$ cat src/rtl/tone_loader.sv
// Byte-stream loader for the tone table RAM: assembles little-endian words into
// (note, phase) pairs from address 0 and always finishes on a zero-note terminator.
`timescale 1ns/1ps
module tone_loader #(
    parameter logic [7:0]  SYNC_BYTE = 8'hA5,
    parameter int unsigned ADDR_W    = 10,
    parameter int unsigned TIMEOUT   = 48000
) (
    input  logic              clk48m,
    input  logic              rst_n,
    input  logic [7:0]        in_data,
    input  logic              in_valid,
    output logic              in_ready,
    output logic              ram_we,
    output logic [ADDR_W-1:0] ram_addr,
    output logic [31:0]       ram_wdata,
    output logic              busy,
    output logic              done,
    output logic              error,
    output logic [ADDR_W-2:0] load_count
);

    localparam int unsigned       TW        = $clog2(TIMEOUT + 1);
    localparam logic [ADDR_W-1:0] LAST_NOTE = ADDR_W'((1 << ADDR_W) - 2);

    typedef enum logic [1:0] {IDLE, RECV, WRITE, ABORT} state_t;

    state_t            r_state;
    logic [31:0]       r_word;
    logic [1:0]        r_idx;
    logic [ADDR_W-1:0] r_addr;
    logic [TW-1:0]     r_tmo;

    logic              w_accept;
    logic [31:0]       w_word;
    logic              w_overflow;

    assign in_ready = (r_state == IDLE) || (r_state == RECV);
    assign w_accept = in_valid && in_ready;
    assign w_word   = {in_data, r_word[23:0]};
    // The overflow substitution must be decided on the fourth byte so the data is registered with ram_we.
    assign w_overflow = !r_addr[0] && (w_word[26:0] != 27'd0) && (r_addr == LAST_NOTE);

    always_ff @(posedge clk48m or negedge rst_n) begin
        if (!rst_n) begin
            r_state    <= IDLE;
            r_word     <= '0;
            r_idx      <= '0;
            r_addr     <= '0;
            r_tmo      <= '0;
            ram_we     <= 1'b0;
            ram_addr   <= '0;
            ram_wdata  <= '0;
            busy       <= 1'b0;
            done       <= 1'b0;
            error      <= 1'b0;
            load_count <= '0;
        end else begin
            ram_we <= 1'b0;
            done   <= 1'b0;
            case (r_state)
                IDLE: begin
                    if (w_accept && in_data == SYNC_BYTE) begin
                        r_state    <= RECV;
                        r_idx      <= '0;
                        r_addr     <= '0;
                        r_tmo      <= '0;
                        load_count <= '0;
                        error      <= 1'b0;
                        busy       <= 1'b1;
                    end
                end
                RECV: begin
                    if (w_accept) begin
                        r_tmo                <= '0;
                        r_word[8*r_idx +: 8] <= in_data;
                        r_idx                <= r_idx + 2'd1;
                        if (r_idx == 2'd3) begin
                            r_state   <= WRITE;
                            ram_we    <= 1'b1;
                            ram_addr  <= r_addr;
                            ram_wdata <= w_overflow ? 32'h0 : w_word;
                        end
                    end else if (r_tmo == TW'(TIMEOUT - 1)) begin
                        r_state   <= ABORT;
                        ram_we    <= 1'b1;
                        ram_addr  <= '0;
                        ram_wdata <= '0;
                    end else begin
                        r_tmo <= r_tmo + 1'b1;
                    end
                end
                WRITE: begin
                    r_tmo <= '0;
                    if (r_addr[0]) begin
                        r_addr  <= r_addr + 1'b1;
                        r_state <= RECV;
                    end else if (r_word[26:0] == 27'd0) begin
                        r_state <= IDLE;
                        busy    <= 1'b0;
                        done    <= 1'b1;
                    end else if (r_addr == LAST_NOTE) begin
                        r_state <= IDLE;
                        busy    <= 1'b0;
                        error   <= 1'b1;
                    end else begin
                        load_count <= load_count + 1'b1;
                        r_addr     <= r_addr + 1'b1;
                        r_state    <= RECV;
                    end
                end
                ABORT: begin
                    r_state <= IDLE;
                    busy    <= 1'b0;
                    error   <= 1'b1;
                end
                default: r_state <= IDLE;
            endcase
        end
    end

endmodule

$ cat config.mk
export PLATFORM = sky130hd
export DESIGN_NAME = tone_loader
export DESIGN_NICKNAME = d
export VERILOG_FILES = /design/src/rtl/tone_loader.sv
export SDC_FILE = /design/constraint.sdc
export NUM_CORES = 1
export LEC_CHECK = 0
export BUFFER_PORTS_ARGS = -buffer_cell sky130_fd_sc_hd__buf_2
export CORE_MARGIN = 2
export CORE_UTILIZATION = 57
export DETAILED_ROUTE_END_ITERATION = 8
export GPL_TIMING_DRIVEN = 1
export PLACE_DENSITY = 0.85
export SKIP_CTS_REPAIR_TIMING = 1
export SLEW_MARGIN = 20
export SYNTH_ARGS = -nofsm -noshare
export SYNTH_HDL_FRONTEND = slang
export SYNTH_SLANG_ARGS = --single-unit
$ cat constraint.sdc
create_clock -name clk48m -period 3 [get_ports clk48m]
set_clock_uncertainty 0.1 [all_clocks]
set_input_delay 0.45 -clock clk48m [delete_from_list [all_inputs] [get_ports clk48m]]
set_output_delay 0.45 -clock clk48m [all_outputs]
set_load 0.01 [all_outputs]
==> impl_metrics.toml <==
[run_status]
run_status = "complete, no violations"

[synth]
syn-num-nets = 532
async_reset_ff_share_pct = 100
syn_area_per_cell_sq_um = 9.97
ys_seq_area_share_pct = 54.9
yosys_warnings = 0
synth.distinct_cells = 49
synth-main-ff-cell = "dfrtp_1"
synth_edf_count = 0
synth_cells = 512
syn-cell-area_sq_um = 5100
ys_ff_latch = 112

[sta]
worst_pin_slew_ps = 834
finalHoldViolCount = 0
maxSlewHeadroom_pct = 43.9
max_freq_mhz = 365
rsz0062_at_grt = "no"
final.setup.tns_ps = 0
slew_violations = 0
setup_violations = 0
fin_crit_ps = 2740
finalCritPeriodShare_pct = 91.4

[global_route]
met2_usage_pct = 40.1
grtUsageMet3_pct = 4.04
grt-ovfl-total = 0
met1_usage_pct = 34.6
grt_pass1_vias = 4123
grt-busiest-layer = "met2"
grt_max_degree = 54
grt_pass1_wl_um = 19700
antenna_found_initial = 0
grtUsageTotal_pct = 24.9

[pwr]
leakage_nw = 2.74
power_frac_clock_pct = 28.1
peakVddDrop_uv = 254
seq_power_share_pct = 51.6
p_int_w = 0.00228
p_sw_w = 0.00102
power_density_nw_per_um2 = 562
p_sw_share_pct = 31.0
p_comb_share_pct = 20.3

[routing]
drt_iter0_markers = 224
first_pass_iters = 4
via_per_inst = 6.17
wl_per_cell_um = 16.6
ant_nets = 0
drc = 0
routed_wirelength_um = 11600
num_vias = 4314

[clock_tree]
path_clk_slew_ps = 100
clk_latency_ps = 370
cts_tree = "done"
htreeDepth = 3
clock_path_buffers = 2
clock-root-buffer = "clkbuf_8"
cts_sinks = 112
cts_buffers = 9

[finish]
final_cell_mix = "dfrtp_1 (112), nand2_1 (93), buf_2 (65), o21ai_0 (56), a22o_1 (33)"
final_cells = 699
synthToLayoutAreaGrowth_pct = 15.2
final_common_cell = "dfrtp_1"
finish.instance_area_sq_um = 5880
drive_above_1_share_pct = 17.9
diodes = 0
nNetsFinal = 606

[worst_setup_path]
crit_required_ps = 3200
worstSetupEndpointType = "register"
r2r.worst_path.cells = 6
cp-start-kind = "register"
worstPathArrival_ps = 2950
crit_type = "reg -> reg"
regToRegSetupSlack_ps = 260
cp_max_fo = 29

[floorplan]
core_area_sq_um = 8720
ios = 67
die_area_sq_um = 9720
start_util_pct = 58.5
die_height_um = 98.6
die_w_um = 98.6
num_rows = 34

[worst_hold_path]
hold_path.class = "in -> reg"
hold_depth = 3

[place]
placed_cell_area_sq_um = 5630
dp_hpwl_um = 8180
dp.cells = 681
portBuffers = 66
finalWeightedCongestion = 0.876

[flow_run]
cap_violations = 0
[power by group through the flow]
| stage | clock, W | sequential (W) | combinational (W) |
|---|---|---|---|
| after detailed placement | 0 | 0.00173 | 0.000654 |
| final | 0.000927 | 0.00170 | 0.000671 |
| after global routing | 0.00100 | 0.00172 | 0.000753 |
| after global placement | 0 | 0.00172 | 0.000632 |
| after CTS | 0.000941 | 0.00170 | 0.000664 |
| after floorplan | 0 | 0.00172 | 0.000399 |
[final timing paths]
kind / endpoint / start
max in group asynchronous: r_word[15] / rst_n
min in group asynchronous: ram_wdata[7] / rst_n
worst max register to register: ram_wdata[8] / r_tmo[10]
worst min-delay path: r_word[6] / in_data[6]
worst max-delay path: ram_wdata[8] / r_tmo[10]
worst min register to register: r_word[25] / r_word[25]
[cells in the mapped netlist (2+ instances only)]
| master | number | area, sq um |
|---|---|---|
| a211oi_1 | 2 | 15.0 |
| a21oi_1 | 17 | 85.1 |
| a22o_1 | 33 | 289 |
| a31oi_1 | 4 | 25.0 |
| and2_1 | 2 | 12.5 |
| and3_1 | 5 | 31.3 |
| and4_1 | 2 | 17.5 |
| buf_2 | 3 | 15.0 |
| clkbuf_1 | 17 | 63.8 |
| dfrtp_1 | 112 | 2800 |
| ha_1 | 9 | 113 |
| inv_1 | 13 | 48.8 |
| mux2i_1 | 5 | 50.1 |
| nand2_1 | 93 | 349 |
| nand2b_1 | 2 | 12.5 |
| nand3_1 | 23 | 115 |
| nand4_1 | 11 | 68.8 |
| nand4b_1 | 4 | 35.0 |
| nor2_1 | 19 | 71.3 |
| nor3_1 | 8 | 40.0 |
| nor3b_1 | 3 | 22.5 |
| nor4_1 | 8 | 50.1 |
| o211ai_1 | 3 | 22.5 |
| o21ai_0 | 56 | 280 |
| o31ai_1 | 12 | 90.1 |
| o41ai_1 | 3 | 26.3 |
| or2_2 | 2 | 12.5 |
| or3_1 | 10 | 62.6 |
| or4_1 | 6 | 45.0 |
| xor2_1 | 6 | 52.6 |
[critical path, cell delays in order, from the launching register on]
cell and delay, ps:
dfrtp_1 470, or4b_1 550, or4_1 470, or3_1 390, a211oi_2 330, buf_12 220, a22o_1 150
[final cells by class]
class                   instances  area, sq um
clock buffers                  11          141
clock inverters                 5         65.1
fillers                       679         2840
inverters                      13         48.8
multi-input cells             364         2150
flip-flops and latches        112         2800
well taps                     108          135
repair buffers                 86          531
[routing by layer]
layer / vias up / share of wire, %
li1: 2011 / -
met3: 20 / 6.3
met2: 146 / 49
met1: 2137 / 43
met4: 0 / 2.1
met5: - / 0
[flip-flops by register name, indices dropped and copies added (netlist names)]
name / count
r_word: 27
error: 1
load_count: 9
r_tmo: 16
ram_wdata: 32
r_state: 2
busy: 1
ram_we: 1
done: 1
ram_addr: 10
r_addr: 10
r_idx: 2
[kinds of logic after synthesis]
logic type      after synthesis  share of synthesized area (%)
mux                           5                          0.981
simple gates                205                           19.8
compound gates              139                           18.0
buf+inv                      36                           3.09
xor+xnor                      6                           1.03
fa+ha+maj                     9                           2.21
flops                       112                           54.9
[per-stage QoR]
stage / total power, W / setup slack, ps / hold slack (ps) / util, %
after detailed placement: 0.00238 / 304 / 320 / 64.6
after CTS: 0.00331 / 260 / -86.2 / 67.0
final: 0.00330 / 257 / 270 / 67.4
after global placement: 0.00235 / 386 / 319 / 64.6
after global routing: 0.00347 / 128 / 279 / 67.4
after floorplan: 0.00212 / 410 / 54.4 / -
Note: power is estimated with default switching activity, not from simulation.
